==> src/rtl/uart_pkg.sv <==
// Shared types and constants for the configurable UART receive path.
package uart_pkg;

    typedef enum logic [1:0] {
        NONE = 2'd0,
        EVEN = 2'd1,
        ODD  = 2'd2
    } uart_parity_e;

    typedef enum logic [2:0] {
        ST_IDLE,
        ST_START,
        ST_DATA,
        ST_PARITY,
        ST_STOP,
        ST_STOP2,
        ST_WAIT_IDLE
    } uart_rx_state_e;

    localparam int UartMinDiv = 4;

endpackage

==> src/rtl/uart_baud_gen.sv <==
// Loadable bit-period down-counter; o_expire marks the terminal count of a loaded period.
module uart_baud_gen
    import uart_pkg::*;
#(
    parameter int DivWidth = 16
) (
    input  logic                i_clk,
    input  logic                i_rst_n,
    input  logic                i_load,
    input  logic [DivWidth-1:0] i_load_val,
    output logic                o_expire
);

    logic [DivWidth-1:0] r_cnt;

    always_ff @(posedge i_clk or negedge i_rst_n) begin
        if (!i_rst_n) begin
            r_cnt <= '0;
        end else if (i_load) begin
            r_cnt <= i_load_val;
        end else if (r_cnt != '0) begin
            r_cnt <= r_cnt - 1'b1;
        end
    end

    // Counter parks at zero after expiry, so a stale period never re-fires.
    assign o_expire = (r_cnt == DivWidth'(1));

endmodule

==> src/rtl/uart_rx_cfg.sv <==
// Runtime-configurable UART receiver with one-entry valid/ready holding register.
// Define UART_RX_PARITY_EN to build the PARITY state and parity checker.
module uart_rx_cfg
    import uart_pkg::*;
#(
    parameter int MaxDataBits = 8,
    parameter int DivWidth    = 16,
    parameter int SyncStages  = 2
) (
    input  logic                   i_clk,
    input  logic                   i_rst_n,
    input  logic                   i_en,
    input  logic [DivWidth-1:0]    i_div,
    input  logic [3:0]             i_nbits,
    input  logic [1:0]             i_parity,
    input  logic                   i_stop2,
    input  logic                   i_rx,
    output logic [MaxDataBits-1:0] o_data,
    output logic                   o_valid,
    input  logic                   i_ready,
    output logic                   o_frame_err,
    output logic                   o_parity_err,
    output logic                   o_break,
    output logic                   o_overrun,
    input  logic                   i_err_clr,
    output logic                   o_busy
);

    localparam logic [3:0] MinBits = 4'd5;
    localparam logic [3:0] MaxBits = 4'(MaxDataBits);

    uart_rx_state_e r_state;
    uart_rx_state_e w_state_nxt;

    logic [SyncStages-1:0]  r_sync;
    logic                   r_rx_d;
    logic [DivWidth-1:0]    r_div;
    logic [3:0]             r_nbits;
    logic                   r_stop2;
    logic [3:0]             r_bitcnt;
    logic [MaxDataBits-1:0] r_shift;
    logic                   r_ferr;
    logic [MaxDataBits-1:0] r_data;
    logic                   r_valid;
    logic                   r_ferr_out;
    logic                   r_perr_out;
    logic                   r_break;
    logic                   r_overrun;

    logic                   w_rx;
    logic                   w_fall;
    logic                   w_expire;
    logic                   w_load;
    logic [DivWidth-1:0]    w_load_val;
    logic                   w_done;
    logic [DivWidth-1:0]    w_div_eff;
    logic [3:0]             w_nbits_eff;
    logic                   w_frame_err;
    logic                   w_perr;
    logic                   w_par_zero;
    logic                   w_brk;
    uart_rx_state_e         w_after_data;

    always_ff @(posedge i_clk or negedge i_rst_n) begin
        if (!i_rst_n) begin
            r_sync <= '0;
            r_rx_d <= 1'b0;
        end else begin
            r_sync[0] <= i_rx;
            for (int i = 1; i < SyncStages; i++) begin
                r_sync[i] <= r_sync[i-1];
            end
            r_rx_d <= w_rx;
        end
    end

    assign w_rx   = r_sync[SyncStages-1];
    assign w_fall = r_rx_d & ~w_rx;

    assign w_div_eff   = (i_div < DivWidth'(UartMinDiv)) ? DivWidth'(UartMinDiv) : i_div;
    assign w_nbits_eff = (i_nbits < MinBits) ? MinBits :
                         (i_nbits > MaxBits) ? MaxBits : i_nbits;

`ifdef UART_RX_PARITY_EN
    logic r_par_en;
    logic r_par_odd;
    logic r_par_bit;

    assign w_after_data = r_par_en ? ST_PARITY : ST_STOP;
    assign w_perr       = r_par_en & ((^r_shift ^ r_par_bit) != r_par_odd);
    assign w_par_zero   = ~r_par_en | ~r_par_bit;
`else
    logic w_unused_parity;

    assign w_unused_parity = ^i_parity;
    assign w_after_data    = ST_STOP;
    assign w_perr          = 1'b0;
    assign w_par_zero      = 1'b1;
`endif

    assign w_frame_err = r_ferr | ~w_rx;
    assign w_brk       = w_frame_err & (r_shift == '0) & w_par_zero;

    uart_baud_gen #(
        .DivWidth (DivWidth)
    ) u_baud_gen (
        .i_clk      (i_clk),
        .i_rst_n    (i_rst_n),
        .i_load     (w_load),
        .i_load_val (w_load_val),
        .o_expire   (w_expire)
    );

    always_comb begin
        w_state_nxt = r_state;
        w_load      = 1'b0;
        w_load_val  = r_div;
        w_done      = 1'b0;
        case (r_state)
            ST_IDLE: begin
                if (w_fall) begin
                    w_state_nxt = ST_START;
                    w_load      = 1'b1;
                    w_load_val  = w_div_eff >> 1;
                end
            end
            ST_START: begin
                if (w_expire) begin
                    if (w_rx) begin
                        w_state_nxt = ST_IDLE;
                    end else begin
                        w_state_nxt = ST_DATA;
                        w_load      = 1'b1;
                    end
                end
            end
            ST_DATA: begin
                if (w_expire) begin
                    w_load = 1'b1;
                    if (r_bitcnt == r_nbits - 4'd1) begin
                        w_state_nxt = w_after_data;
                    end
                end
            end
`ifdef UART_RX_PARITY_EN
            ST_PARITY: begin
                if (w_expire) begin
                    w_load      = 1'b1;
                    w_state_nxt = ST_STOP;
                end
            end
`endif
            ST_STOP: begin
                if (w_expire) begin
                    if (r_stop2) begin
                        w_load      = 1'b1;
                        w_state_nxt = ST_STOP2;
                    end else begin
                        w_done      = 1'b1;
                        w_state_nxt = w_rx ? ST_IDLE : ST_WAIT_IDLE;
                    end
                end
            end
            ST_STOP2: begin
                if (w_expire) begin
                    w_done      = 1'b1;
                    w_state_nxt = w_rx ? ST_IDLE : ST_WAIT_IDLE;
                end
            end
            ST_WAIT_IDLE: begin
                if (w_rx) begin
                    w_state_nxt = ST_IDLE;
                end
            end
            default: w_state_nxt = ST_IDLE;
        endcase
        // Disable overrides everything: abort silently, holding register untouched.
        if (!i_en) begin
            w_state_nxt = ST_IDLE;
            w_load      = 1'b0;
            w_done      = 1'b0;
        end
    end

    always_ff @(posedge i_clk or negedge i_rst_n) begin
        if (!i_rst_n) begin
            r_state  <= ST_IDLE;
            r_div    <= '0;
            r_nbits  <= '0;
            r_stop2  <= 1'b0;
            r_bitcnt <= '0;
            r_shift  <= '0;
            r_ferr   <= 1'b0;
`ifdef UART_RX_PARITY_EN
            r_par_en  <= 1'b0;
            r_par_odd <= 1'b0;
            r_par_bit <= 1'b0;
`endif
        end else begin
            r_state <= w_state_nxt;
            if (r_state == ST_IDLE && w_state_nxt == ST_START) begin
                r_div    <= w_div_eff;
                r_nbits  <= w_nbits_eff;
                r_stop2  <= i_stop2;
                r_bitcnt <= '0;
                r_shift  <= '0;
                r_ferr   <= 1'b0;
`ifdef UART_RX_PARITY_EN
                r_par_en  <= (i_parity == 2'(EVEN)) || (i_parity == 2'(ODD));
                r_par_odd <= (i_parity == 2'(ODD));
                r_par_bit <= 1'b0;
`endif
            end
            if (r_state == ST_DATA && w_expire) begin
                for (int i = 0; i < MaxDataBits; i++) begin
                    if (r_bitcnt == 4'(i)) begin
                        r_shift[i] <= w_rx;
                    end
                end
                r_bitcnt <= r_bitcnt + 4'd1;
            end
`ifdef UART_RX_PARITY_EN
            if (r_state == ST_PARITY && w_expire) begin
                r_par_bit <= w_rx;
            end
`endif
            if (r_state == ST_STOP && w_expire) begin
                r_ferr <= ~w_rx;
            end
        end
    end

    always_ff @(posedge i_clk or negedge i_rst_n) begin
        if (!i_rst_n) begin
            r_data     <= '0;
            r_valid    <= 1'b0;
            r_ferr_out <= 1'b0;
            r_perr_out <= 1'b0;
            r_break    <= 1'b0;
            r_overrun  <= 1'b0;
        end else begin
            r_break <= w_done & w_brk;
            if (w_done && (!r_valid || i_ready)) begin
                r_data     <= r_shift;
                r_valid    <= 1'b1;
                r_ferr_out <= w_frame_err;
                r_perr_out <= w_perr;
            end else if (r_valid && i_ready) begin
                r_valid <= 1'b0;
            end
            if (w_done && r_valid && !i_ready) begin
                r_overrun <= 1'b1;
            end else if (i_err_clr) begin
                r_overrun <= 1'b0;
            end
        end
    end

    assign o_data       = r_data;
    assign o_valid      = r_valid;
    assign o_frame_err  = r_ferr_out;
    assign o_parity_err = r_perr_out;
    assign o_break      = r_break;
    assign o_overrun    = r_overrun;
    assign o_busy       = (r_state != ST_IDLE);

endmodule

==> config.mk <==
export PLATFORM = sky130hd
export DESIGN_NAME = uart_rx_cfg
export DESIGN_NICKNAME = d
export VERILOG_FILES = /design/src/rtl/uart_pkg.sv /design/src/rtl/uart_baud_gen.sv /design/src/rtl/uart_rx_cfg.sv
export SDC_FILE = /design/constraint.sdc
export NUM_CORES = 1
export LEC_CHECK = 0
export ABC_AREA = 1
export CAP_MARGIN = 10
export CORE_MARGIN = 2
export CORE_UTILIZATION = 51
export CTS_CLUSTER_DIAMETER = 30
export DETAILED_ROUTE_END_ITERATION = 10
export GPL_TIMING_DRIVEN = 0
export PLACE_DENSITY = 0.85
export SLEW_MARGIN = 20
export SYNTH_ARGS = -nofsm -noshare
export SYNTH_HDL_FRONTEND = slang
export SYNTH_HIERARCHICAL = 1
export SYNTH_SLANG_ARGS = --single-unit
export TNS_END_PERCENT = 100
==> constraint.sdc <==
create_clock -name i_clk -period 2.66 [get_ports i_clk]
set_input_delay 0.266 -clock i_clk [delete_from_list [all_inputs] [get_ports i_clk]]
set_output_delay 0.266 -clock i_clk [all_outputs]
set_load 0.005 [all_outputs]
Yosys cells after proc, flatten, opt, wreduce, memory -nomap -nowiden:

Index checks and enable logic that the tools add are counted.

* add/subtract/negate cells: 3
* bitwise operators: 5
* magnitude comparators: 3
* equality and inequality tests: 15
* reduce and logical (&&, ||, !) cells: 20
* muxes and demuxes: 49

Operators by type and width (number)
* 2-to-1 mux 16 bit: 5
* 2-to-1 mux 3 bit: 10
* 2-to-1 mux 1 bit: 24
* one-hot mux 3 bit (6 select lines): 1
* equality test 16 x 1 -> 1 bit, second input constant: 1
* equality test 4 x 3 -> 1 bit, second input constant: 4
* < comparator 16 x 3 -> 1 bit, second input constant: 1
* 2-to-1 mux 4 bit: 4
* 2-to-1 mux 8 bit: 2
* nonzero test 16 bit: 1
* subtractor 16 x 1 -> 16 bit, second input constant: 1
* nonzero test 2 bit: 5
* equality test 3 bit, second input constant: 3
* equality test 4 x 2 -> 1 bit, second input constant: 2
* logical NOT 8 bit: 1
* logical AND 1 bit: 7
* equality test 3 x 1 -> 1 bit, second input constant: 2
* adder 4 x 1 -> 4 bit, second input constant: 1
* equality test 4 x 1 -> 1 bit, second input constant: 1
* equality test 4 bit: 1
* > comparator 4 bit, second input constant: 1
* logical NOT 4 bit: 1
* < comparator 4 x 3 -> 1 bit, second input constant: 1
* one-hot mux 1 bit (4 select lines): 1
* 11 further kinds: 14

* flip-flop bits (word level): 68
* output and inout bits: 14

Longest topological paths before layout:

Gate-level depths: netlist of run 1.

* word-level depth: 11
* gate-level depth with buffers: 18

By module:

Netlist of run 1, hierarchy kept.

Modules (own cells, without submodules)
* uart_rx_cfg: cells each 322, instances 1, seq. area each 1301.2 µm², area an instance 2730.1 µm²
* uart_baud_gen: cells each 163, instances 1, seq. area each 400.4 µm², area an instance 1168.6 µm²

Worst setup path before layout of run 1:

No wires, ideal clock.

* path type: reg2reg
* from: reg u_baud_gen.r_cnt[4]
* to: reg u_baud_gen.r_cnt[14]
* slack: 0.099 ns
* clock period less this slack: 2.561 ns
* cell stages (with the launch flop): 19
* required time: 2.547 ns
* data arrival time: 2.448 ns
* path through: dfrtp_1 nor2_1 nand2_2 inv_1 nand3_1 nor3_1 inv_1 nor2_1 inv_1 nand2_1 nor2_1 nor2_1 buf_4 inv_2 or2_2 nand2_1 inv_1 nand2_1 inv_1

* word-level cells in the longest chain between the ends: 5
* elaborated cells between the ends (all ways): 11
* those cells by class: add/sub: 1; eq/ne: 1; mux: 7; reduce/logical: 2

RTL lines
* start, declared: RTL line uart_baud_gen.sv:14 `logic [DivWidth-1:0] r_cnt;`
* start signal, assigned: RTL line uart_baud_gen.sv:20 `r_cnt <= i_load_val;`
* start signal, assigned: RTL line uart_baud_gen.sv:22 `r_cnt <= r_cnt - 1'b1;`
* equality test 16 x 1 -> 1 bit (*): RTL line uart_baud_gen.sv:27 `assign o_expire = (r_cnt == DivWidth'(1));`
* net w_expire: RTL line uart_rx_cfg.sv:52 `logic w_expire;`
* 2-to-1 mux 1 bit, on equally long branches: RTL line uart_rx_cfg.sv:154, uart_rx_cfg.sv:128, uart_rx_cfg.sv:138
* one-hot mux 1 bit (4 select lines) (*): RTL line uart_rx_cfg.sv:119 `case (r_state)`
* 2-to-1 mux 1 bit (*): RTL line uart_rx_cfg.sv:178 `if (!i_en) begin`
* net w_load: RTL line uart_rx_cfg.sv:53 `logic w_load;`
* 2-to-1 mux 16 bit or nonzero test 2 bit (tied branches)

Mark *: on every way through the listed nets, which the timed path passes. The rest lies on a longest branch. The select of a mux whose other input is x is not followed.
A chain may end at the register's enable or synchronous reset.

Worst setup path after layout of run 1:

* from: reg u_baud_gen.r_cnt[7]
* to: reg u_baud_gen.r_cnt[14]

The elaborated chain is that of the path after synthesis.

==> results of run 1 <==
[layer usage]
| metal | up-vias | global-route usage | share of wire |
|---|---|---|---|
| met1 | 1564 | 0.280 | 0.45 |
| met2 | 106 | 0.337 | 0.47 |
| met5 | - | 0 | 0 |
| li1 | 1665 | - | - |
| met3 | 16 | 0.0398 | 0.059 |
| met4 | 0 | 0.0694 | 0.020 |
[stage by stage]
stage               cells   util  instance area (µm²)
floorplan             485      -                 3900
global placement      623  0.602                 4410
detailed placement    624  0.604                 4430
CTS                   642  0.637                 4670
global route          646  0.644                 4720
finish                646  0.644                 4720
[worst min-delay path by stage]
stage | start | endpoint | slack (ns) | cells after the start
after floorplan | i_rst_n | o_break$_DFF_PN0_ | -0.03 | 0
after global placement | r_sync[0]$_DFF_PN0_ | r_sync[1]$_DFF_PN0_ | 0.37 | 0
after detailed placement | i_rst_n | r_bitcnt[1]$_DFFE_PN0P_ | 0.20 | 1
after CTS | i_rst_n | r_shift[3]$_DFF_PN0_ | 0.35 | 2
after global routing | i_rx | r_sync[0]$_DFF_PN0_ | 0.35 | 1
final | i_rst_n | r_shift[5]$_DFF_PN0_ | 0.35 | 2
[layout by cell type, fill, tap and decap left out, types with 8 or more instances in the layout]
cell type / netlist / layout
nand2_1: 134 / 134
dfrtp_1: 68 / 68
inv_1: 66 / 65
nand3_1: 41 / 40
clkdlybuf4s50_1: 0 / 38
nor2_1: 30 / 27
o21ai_0: 26 / 26
o21ai_2: 23 / 23
o21ai_1: 13 / 13
clkbuf_8: 0 / 9
buf_4: 3 / 8
[cells by family after synthesis]
logic type | synth area share
AND/OR/NAND/NOR | 0.308
XOR/XNOR | 0.0157
AO/OA/AOI/OAI | 0.127
other | 0.000962
flip-flops | 0.436
buffers and inverters | 0.0892
adder cells (fa/ha/maj) | 0.0225
[flip-flops by register name, summed over array words and instances (netlist names), 2 cells and up]
register	count
r_bitcnt	4
u_baud_gen/r_cnt	16
r_div	16
o_data	8
r_sync	2
r_nbits	4
r_shift	8
r_state	3
[power by group]
part           switching [mW]  internal (mW)  total (mW)
registers               0.176           1.21        1.39
clock network           0.444          0.449       0.893
logic                   0.605          0.376       0.981
total                    1.23           2.04        3.26
[cells in the mapped netlist (all sizes together)]
cell / n / share of area
inv: 69 / 0.066
nor4: 1 / 0.0016
nor2: 41 / 0.066
clkbuf: 3 / 0.0029
a21oi: 7 / 0.013
conb: 1 / 0.00096
o22ai: 3 / 0.0048
ha: 7 / 0.022
or2: 1 / 0.0016
xnor2: 4 / 0.0090
nand2: 143 / 0.15
nor3: 7 / 0.012
nand4: 8 / 0.017
dfrtp: 68 / 0.44
buf: 9 / 0.020
o31ai: 1 / 0.0019
xor2: 3 / 0.0067
nand3b: 1 / 0.0019
nand3: 43 / 0.062
o21bai: 2 / 0.0038
o21ai: 62 / 0.10
a31oi: 1 / 0.0016
[worst reg2reg max path: stages, from the launching register on]
cell     delay [ns]
dfrtp_1        0.42
nor2_2         0.19
nand2_4        0.10
inv_1          0.12
nand3_2        0.11
nor3_4         0.19
inv_2          0.10
nor2_2         0.15
inv_1          0.10
nand2_1        0.07
nor2_1         0.05
nor2_1         0.11
buf_6          0.13
inv_2          0.08
or2_2          0.29
nand2_1        0.09
inv_1          0.05
nand2_1        0.06
inv_1          0.03
[area by class of cell]
class,count,area [µm²],share of cell area
repair buffers,46,455,0.0964
clock buffers,9,124,0.0262
plain buffers,12,93.8,0.0199
clock inverters,7,82.6,0.0175
multi-input cells,336,1880,0.399
inverters,69,259,0.0548
well taps,99,124,0.0262
flip-flops and latches,68,1700,0.360
[timing repair]
item                                    CTS  global route
gates resized for setup                   4             8
endpoints found under the setup margin   16            12
buffers inserted                          1             4
hold endpoints to repair                 26             0
pin swaps                                 1             3
hold buffers                              1             0
==> results_dict.tcl, run 1 <==
set metrics [dict create \
    antenna_found_initial 0 \
    syn_nets 521 \
    clock_path_buffers 2 \
    io_pins 43 \
    initial_core_util 0.532 \
    start_kind "flop" \
    insertion_delay_ns 0.36 \
    crit_fanout 7 \
    whs_ns 0.354 \
    cts_buffers 9 \
    syn_area_per_cell_um2 8.04 \
    hpwl_um 5890 \
    path_clk_slew_ns 0.09 \
    rows 31 \
    nFillCells 580 \
    min_path_type "in -> async" \
    critPathCapture "u_baud_gen/r_cnt[14]$_DFFE_PN0P_" \
    setup_violations 0 \
    synth_cells 485 \
    max_freq_ghz 0.390 \
    final_nets 578 \
    drive_above_1_share 0.168 \
    worst_setup_path_end_kind "flop" \
    portBuffers 39 \
    worst_ep_required_time_ns 2.91 \
    finalCritPeriodShare 0.964 \
    crit_slowest_cell "dfrtp_1" \
    setup.worst_path.start "u_baud_gen/r_cnt[7]$_DFFE_PN0P_" \
    yosysUniqueCellTypes 37 \
    reg2reg_depth 18 \
    drc 0 \
    die_x_um 91.4 \
    cp_num_buf_inv 7 \
    leakagePower_nw 2.30 \
    cp_cell_sequence "nor2_2, nand2_4, inv_1, nand3_2, nor3_4, inv_2, nor2_2, inv_1, nand2_1, nor2_1, nor2_1, buf_6, inv_2, or2_2, nand2_1, inv_1, nand2_1, inv_1" \
    grt_max_degree 43 \
    r2r_end "u_baud_gen/r_cnt[14]$_DFFE_PN0P_" \
    routabilityCongestion 0.930 \
    synthesis.area_um2 3900 \
    die_h_um 91.4 \
    status "complete, no violations" \
    period_minus_slack_ns 2.56 \
    seq_area_frac_synth 0.436 \
    cts_tree "yes" \
    critical_path.top_delay_family "simple AND/OR/NAND/NOR gates" \
    setup_tns_ns 0 \
    area_delta_synth_final_pct 21.1 \
    max_stage_delay_ns 0.42 \
    drt_iter0_markers 221 \
    crit_type "reg -> reg" \
    firstDrtPassIters 5 \
    diodes 0 \
    ctsHtreeMaxLevel 3 \
    grt_pass1_wl_um 14200 \
    numClockSinks 68 \
    design.die.area_um2 8360 \
    ys_ff_latch 68 \
    grtUsageTotal 0.208 \
    vdd_drop_max_uv 483 \
    rrSetupSlack_ns 0.1 \
    crit_top_cell "inv_1" \
    vias 3351 \
    core_area_um2 7330 \
    setup_ws_ns 0.0954 \
    viasPerCell 5.19 \
    grt_pass1_vias 3138 \
    finalHoldViolCount 0 \
    max-cap-violations 0 \
    postRouteAntennaNets 0 \
    root_buffer "clkbuf_8" \
    avgRoutedWirePerCell_um 12.9 \
    yosysWarningCount 6 \
    overflow 0 \
    power_density_nw_per_um2 691 \
    fin_skew_ns 0.0115 \
    power.total_mw 3.26 \
    cp.depth 18 \
    r2r-start "u_baud_gen/r_cnt[7]$_DFFE_PN0P_" \
    finalMaxSlewViolations 0 \
    place_ws_ns -0.382 \
    crit_arrival_ns 2.82 \
    wirelength_um 8320 \
]
Power figures use the tool's default switching activity.
==> inputs of run 2 (changes only) <==
SLEW_MARGIN = default   (was 20)
SYNTH_HIERARCHICAL = default   (was 1)
==> results_dict.tcl, run 2 <==
set metrics [dict create \
    die_h_um 91.2 \
    p_switching_mw 1.15 \
    antenna_found_initial 0 \
    drc 0 \
    netlist_top_cells_count "nand2_1, dfrtp_1, inv_1" \
    crit_arrival_ns 2.19 \
    drive_above_1_share 0.106 \
    power_density_nw_per_um2 713 \
    hpwl_um 6280 \
    relSlewSlack 0.442 \
    worst_ep_required_time_ns 2.87 \
    vdd_drop_max_uv 372 \
    min_path_type "in -> async" \
    fin_skew_ns 0.00406 \
    setup_tns_ns 0 \
    rsz0062_at_grt "no" \
    postRouteAntennaNets 0 \
    grtUsageTotal 0.224 \
    start_kind "flop" \
    reg2reg_depth 9 \
    r2r-start "u_baud_gen.r_cnt[0]$_DFFE_PN0P_" \
    seq_area_frac_synth 0.439 \
    ctsHtreeMaxLevel 3 \
    path_clk_slew_ns 0.08 \
    setup_ws_ns 0.675 \
    grt_pass1_vias 3354 \
    ys_ff_latch 68 \
    postPlaceCellArea_um2 4380 \
    power.total_mw 3.28 \
    synth_area_leader_cell "dfrtp_1" \
    leakagePower_nw 2.37 \
    max_freq_ghz 0.504 \
    numClockSinks 68 \
    design.die.area_um2 8320 \
    async_flop_share 1.00 \
    rows 31 \
    intPower_mw 2.13 \
    pwr-share-seq 0.424 \
    pwr-share-clk 0.295 \
    place_ws_ns 0.702 \
    wirelength_um 8540 \
    finalMaxSlewViolations 0 \
    synthTopCellsByArea "dfrtp_1, nand2_1, nand3_1" \
    clock_path_buffers 2 \
    yosysWarningCount 0 \
    finalCritPeriodShare 0.746 \
    insertion_delay_ns 0.35 \
    diodes 0 \
    grt_pass1_wl_um 15100 \
    initial_core_util 0.532 \
    postCtsHoldBufs 0 \
    routabilityCongestion 0.905 \
    crit_fanout 7 \
    worst_pin_slew_ns 0.837 \
    fin_cells 648 \
    yosys.area.top_type_share 0.439 \
    ys.flop_type "dfrtp_1" \
    setup_violations 0 \
    root_buffer "clkbuf_8" \
    postCtsSetupBuffers 0 \
    vias 3406 \
    rrSetupSlack_ns 0.68 \
    layout_common_cells "nand2_1, dfrtp_1, inv_1" \
    grt_max_degree 69 \
    cts_buffers 9 \
    yosysUniqueCellTypes 38 \
    synth_most_common_cell "nand2_1" \
    layout.cells.most_common "nand2_1" \
    crit_type "reg -> reg" \
    worst_setup_path_end_kind "flop" \
    firstDrtPassIters 5 \
    die_x_um 91.2 \
    syn_nets 532 \
    synthesis.area_um2 3880 \
    pwr-share-comb 0.281 \
    r2r_end "u_baud_gen.r_cnt[2]$_DFFE_PN0P_" \
    synth_cells 495 \
    max-cap-violations 0 \
    status "complete, no violations" \
    finalInstanceArea_um2 4600 \
    cts-resized-gates 0 \
    cts_tree "yes" \
    portBuffers 38 \
    synth_edf_count 0 \
    avgRoutedWirePerCell_um 13.2 \
    swShare 0.350 \
    setup.worst_path.start "u_baud_gen.r_cnt[0]$_DFFE_PN0P_" \
    nFillCells 627 \
    drt_iter0_markers 283 \
    dp.cells 632 \
    final_nets 581 \
    finalHoldViolCount 0 \
    area_delta_synth_final_pct 18.7 \
    io_pins 43 \
    overflow 0 \
    period_minus_slack_ns 1.98 \
    viasPerCell 5.26 \
    core_area_um2 7290 \
    syn_area_per_cell_um2 7.84 \
    top_regs "r_div (16), u_baud_gen.r_cnt (16)" \
]
==> run 2: layout make-up <==
type,instances,area [µm²],area share
flip-flops and latches,68,1700,0.370
inverters,63,236,0.0514
plain buffers,16,123,0.0266
well taps,99,124,0.0269
clock buffers,9,124,0.0269
multi-input cells,348,1820,0.395
repair buffers,38,378,0.0821
clock inverters,7,98.8,0.0215
==> run 2: cell families (layout without fill, tap and decap cells) <==
logic type | after synthesis | after routing | share of synthesized area
and+or+nand+nor | 260 | 260 | 0.319
buffers and inverters | 79 | 133 | 0.0926
DFF | 68 | 68 | 0.439
AOI/OAI and AO/OA | 67 | 67 | 0.0958
xor gates and xnor gates | 12 | 12 | 0.0271
adders and majority gates | 8 | 8 | 0.0258
other | 1 | 1 | 0.000967
==> run 2: worst max-delay path, cell delays in order (launching register included) <==
cell	delay, ns
dfrtp_1	0.42
ha_1	0.25
nand2_1	0.09
nor2_2	0.06
nand3_2	0.16
nand2_2	0.09
nor2_1	0.19
nor2_4	0.06
nor2_1	0.40
a21oi_1	0.11
==> run 2: layer usage <==
metal  global-route usage  part of all wire
met1                0.312              0.48
met2                0.355              0.46
met3               0.0390             0.049
met4               0.0795             0.016
met5                    0                 0
==> run 2: metrics by stage <==
| stage | util | hold WS, ns |
|---|---|---|
| 6_report | 0.631 | 0.00927 |
| 3_5_place_dp | 0.601 | 0.343 |
| 3_3_place_gp | 0.601 | 0.333 |
| 2_1_floorplan | - | -0.0296 |
| 5_1_grt | 0.631 | 0.0926 |
| 4_1_cts | 0.631 | 0.0511 |
==> run 2: power groups by stage <==
stage | Combinational, mW | Clock [mW] | Sequential (mW)
5_1_grt | 1.06 | 1.02 | 1.42
4_1_cts | 0.919 | 0.980 | 1.39
2_1_floorplan | 0.704 | 0 | 1.37
6_report | 0.920 | 0.968 | 1.39
3_3_place_gp | 0.871 | 0 | 1.40
3_5_place_dp | 0.910 | 0 | 1.41
==> run 2: worst max-delay path by stage <==
stage	end	slack [ns]	cells past startpoint
after floorplan	u_baud_gen.r_cnt[11]$_DFFE_PN0P_	0.98	12
after global placement	o_data[1]$_DFFE_PN0P_	-0.96	1
after detailed placement	u_baud_gen.r_cnt[10]$_DFFE_PN0P_	0.70	12
after CTS	u_baud_gen.r_cnt[10]$_DFFE_PN0P_	0.70	12
after global routing	u_baud_gen.r_cnt[10]$_DFFE_PN0P_	0.52	12
final	u_baud_gen.r_cnt[2]$_DFFE_PN0P_	0.68	9
==> inputs of run 3 (changes only) <==
clock period = 1.7 ns   (was 2.66 ns; I/O delays follow)
==> results_dict.tcl, run 3 (synthesis gave the netlist of run 2 again) <==
set metrics [dict create \
    period_minus_slack_ns 1.98 \
    clock_path_buffers 2 \
    power.total_mw 5.89 \
    core_area_um2 7290 \
    finalInstanceArea_um2 5270 \
    antenna_found_initial 0 \
    vias 3807 \
    max-cap-violations 0 \
    worst_setup_path_end_kind "flop" \
    initial_core_util 0.532 \
    drive_above_1_share 0.265 \
    cts_buffers 9 \
    routabilityCongestion 0.905 \
    crit_fanout 5 \
    dp.cells 632 \
    worst_ep_required_time_ns 1.94 \
    drt_iter0_markers 455 \
    viasPerCell 5.53 \
    layout_common_cells "nand2_1, dfrtp_1, inv_1" \
    finalCritPeriodShare 1.16 \
    p_switching_mw 2.19 \
    die_h_um 91.2 \
    postPlaceCellArea_um2 4380 \
    setup_tns_ns -9.12 \
    io_pins 43 \
    crit_arrival_ns 2.22 \
    max_stage_delay_ns 0.42 \
    max_freq_ghz 0.506 \
    design.die.area_um2 8320 \
    grtUsageTotal 0.243 \
    die_x_um 91.2 \
    crit_slowest_cell "dfrtp_1" \
    multiInputGateArea_um2 2090 \
    cp_cell_sequence "nor2_2, nand2_2, nor2_4, nand4_1, nand3_2, nand3_4, buf_6, buf_8, nand2_1, o21ai_1" \
    insertion_delay_ns 0.36 \
    final_nets 621 \
    finalHoldViolCount 0 \
    register_area_um2 1710 \
    pwr-share-comb 0.364 \
    path_clk_slew_ns 0.08 \
    wirelength_um 11000 \
    pwr-share-clk 0.260 \
    setup_ws_ns -0.275 \
    grt_pass1_wl_um 16300 \
    rows 31 \
    numClockSinks 68 \
    cts_tree "yes" \
    drc 0 \
    worst_pin_slew_ns 0.859 \
    postRouteAntennaNets 0 \
    finalMaxSlewViolations 0 \
    fin_skew_ns 0.00610 \
    min_path_type "in -> reg" \
    power_density_nw_per_um2 1120 \
    root_buffer "clkbuf_8" \
    failed_checks "negative setup slack" \
    place_ws_ns -0.258 \
    hpwl_um 6280 \
    area_delta_synth_final_pct 35.9 \
    leakagePower_nw 2.64 \
    pwr-share-seq 0.376 \
    status "complete, but fails checks" \
    layout.cells.most_common "nand2_1" \
    setup_violations 54 \
    vdd_drop_max_uv 609 \
    start_kind "flop" \
    grt_max_degree 69 \
    top_regs "r_div (16), u_baud_gen.r_cnt (16)" \
    grt_pass1_vias 3547 \
    portBuffers 38 \
    relSlewSlack 0.428 \
    crit_type "reg -> reg" \
    intPower_mw 3.71 \
    ctsHtreeMaxLevel 3 \
    nFillCells 525 \
    firstDrtPassIters 5 \
    avgRoutedWirePerCell_um 15.9 \
    rsz0062_at_grt "yes" \
    fin_cells 688 \
    swShare 0.371 \
    overflow 0 \
    diodes 0 \
]
-- run 3: cell count changes in the layout (fill, tap and decap cells not counted), moves of 7 or more --
cell and delta:
nand2_1 -11, nor2_1 -9, buf_4 +32, o21ai_2 +14, o21ai_0 -7, a21boi_0 -7
o21ai_1 -7
-- run 3: final timing paths --
| kind | to | slack (ns) | cells after the start | startpoint |
|---|---|---|---|---|
| worst min-delay path | u_baud_gen.r_cnt[6]$_DFFE_PN0P_ | 0.20 | 3 | i_en |
| worst min register to register | r_sync[1]$_DFF_PN0_ | 0.36 | 0 | r_sync[0]$_DFF_PN0_ |
| worst max-delay path | r_div[14]$_DFFE_PN0P_ | -0.28 | 10 | u_baud_gen.r_cnt[4]$_DFFE_PN0P_ |
| max in group asynchronous | r_state[2]$_DFF_PN0_ | 0.63 | 2 | i_rst_n |
| min in group asynchronous | r_div[0]$_DFFE_PN0P_ | 0.46 | 2 | i_rst_n |
| worst max register to register | r_div[14]$_DFFE_PN0P_ | -0.28 | 10 | u_baud_gen.r_cnt[4]$_DFFE_PN0P_ |
-- run 3: timing repair --
action	CTS	global route
resized for setup	34	72
gates cloned	1	3
endpoints found under the setup margin	59	61
pin swaps	10	12
endpoints found under the hold margin	68	0
hold buffers	1	0
setup buffers	19	16
-- run 3: power by group through the flow --
| stage | clock [mW] | sequential [mW] | combinational, mW |
|---|---|---|---|
| floorplan | 0 | 2.15 | 1.10 |
| global placement | 0 | 2.19 | 1.36 |
| detailed placement | 0 | 2.20 | 1.42 |
| CTS | 1.53 | 2.16 | 1.75 |
| global route | 1.60 | 2.25 | 2.33 |
| finish | 1.54 | 2.22 | 2.14 |
-- run 3: routing by layer --
metal	track usage	vias to the layer above	part of all wire
li1	-	1784	-
met1	0.325	1788	0.41
met3	0.0423	43	0.066
met2	0.396	192	0.49
met5	0	-	0
met4	0.0947	0	0.038
-- run 3: critical path: cells and delay by family, from the launching register on --
family / cells / cell delay [ns]
and+or+nand+nor: 7 / 1.06
DFF: 1 / 0.42
buffers and inverters: 2 / 0.30
AOI/OAI and AO/OA: 1 / 0.08
-- run 3: final cells by class --
type                       count  share of cell area
sequential                    68               0.324
tap                           99              0.0235
multi-input combinational    348               0.396
clock inverter                 7              0.0188
inverter                      63              0.0453
clock buffer                   9              0.0235
timing repair buffer          78               0.141
buffer                        16              0.0282
-- run 3: through the flow --
stage                      util  hold slack, ns
after global routing      0.723           0.210
after floorplan               -          -0.126
after global placement    0.601           0.333
after CTS                 0.665           0.132
final                     0.723           0.201
after detailed placement  0.601           0.338
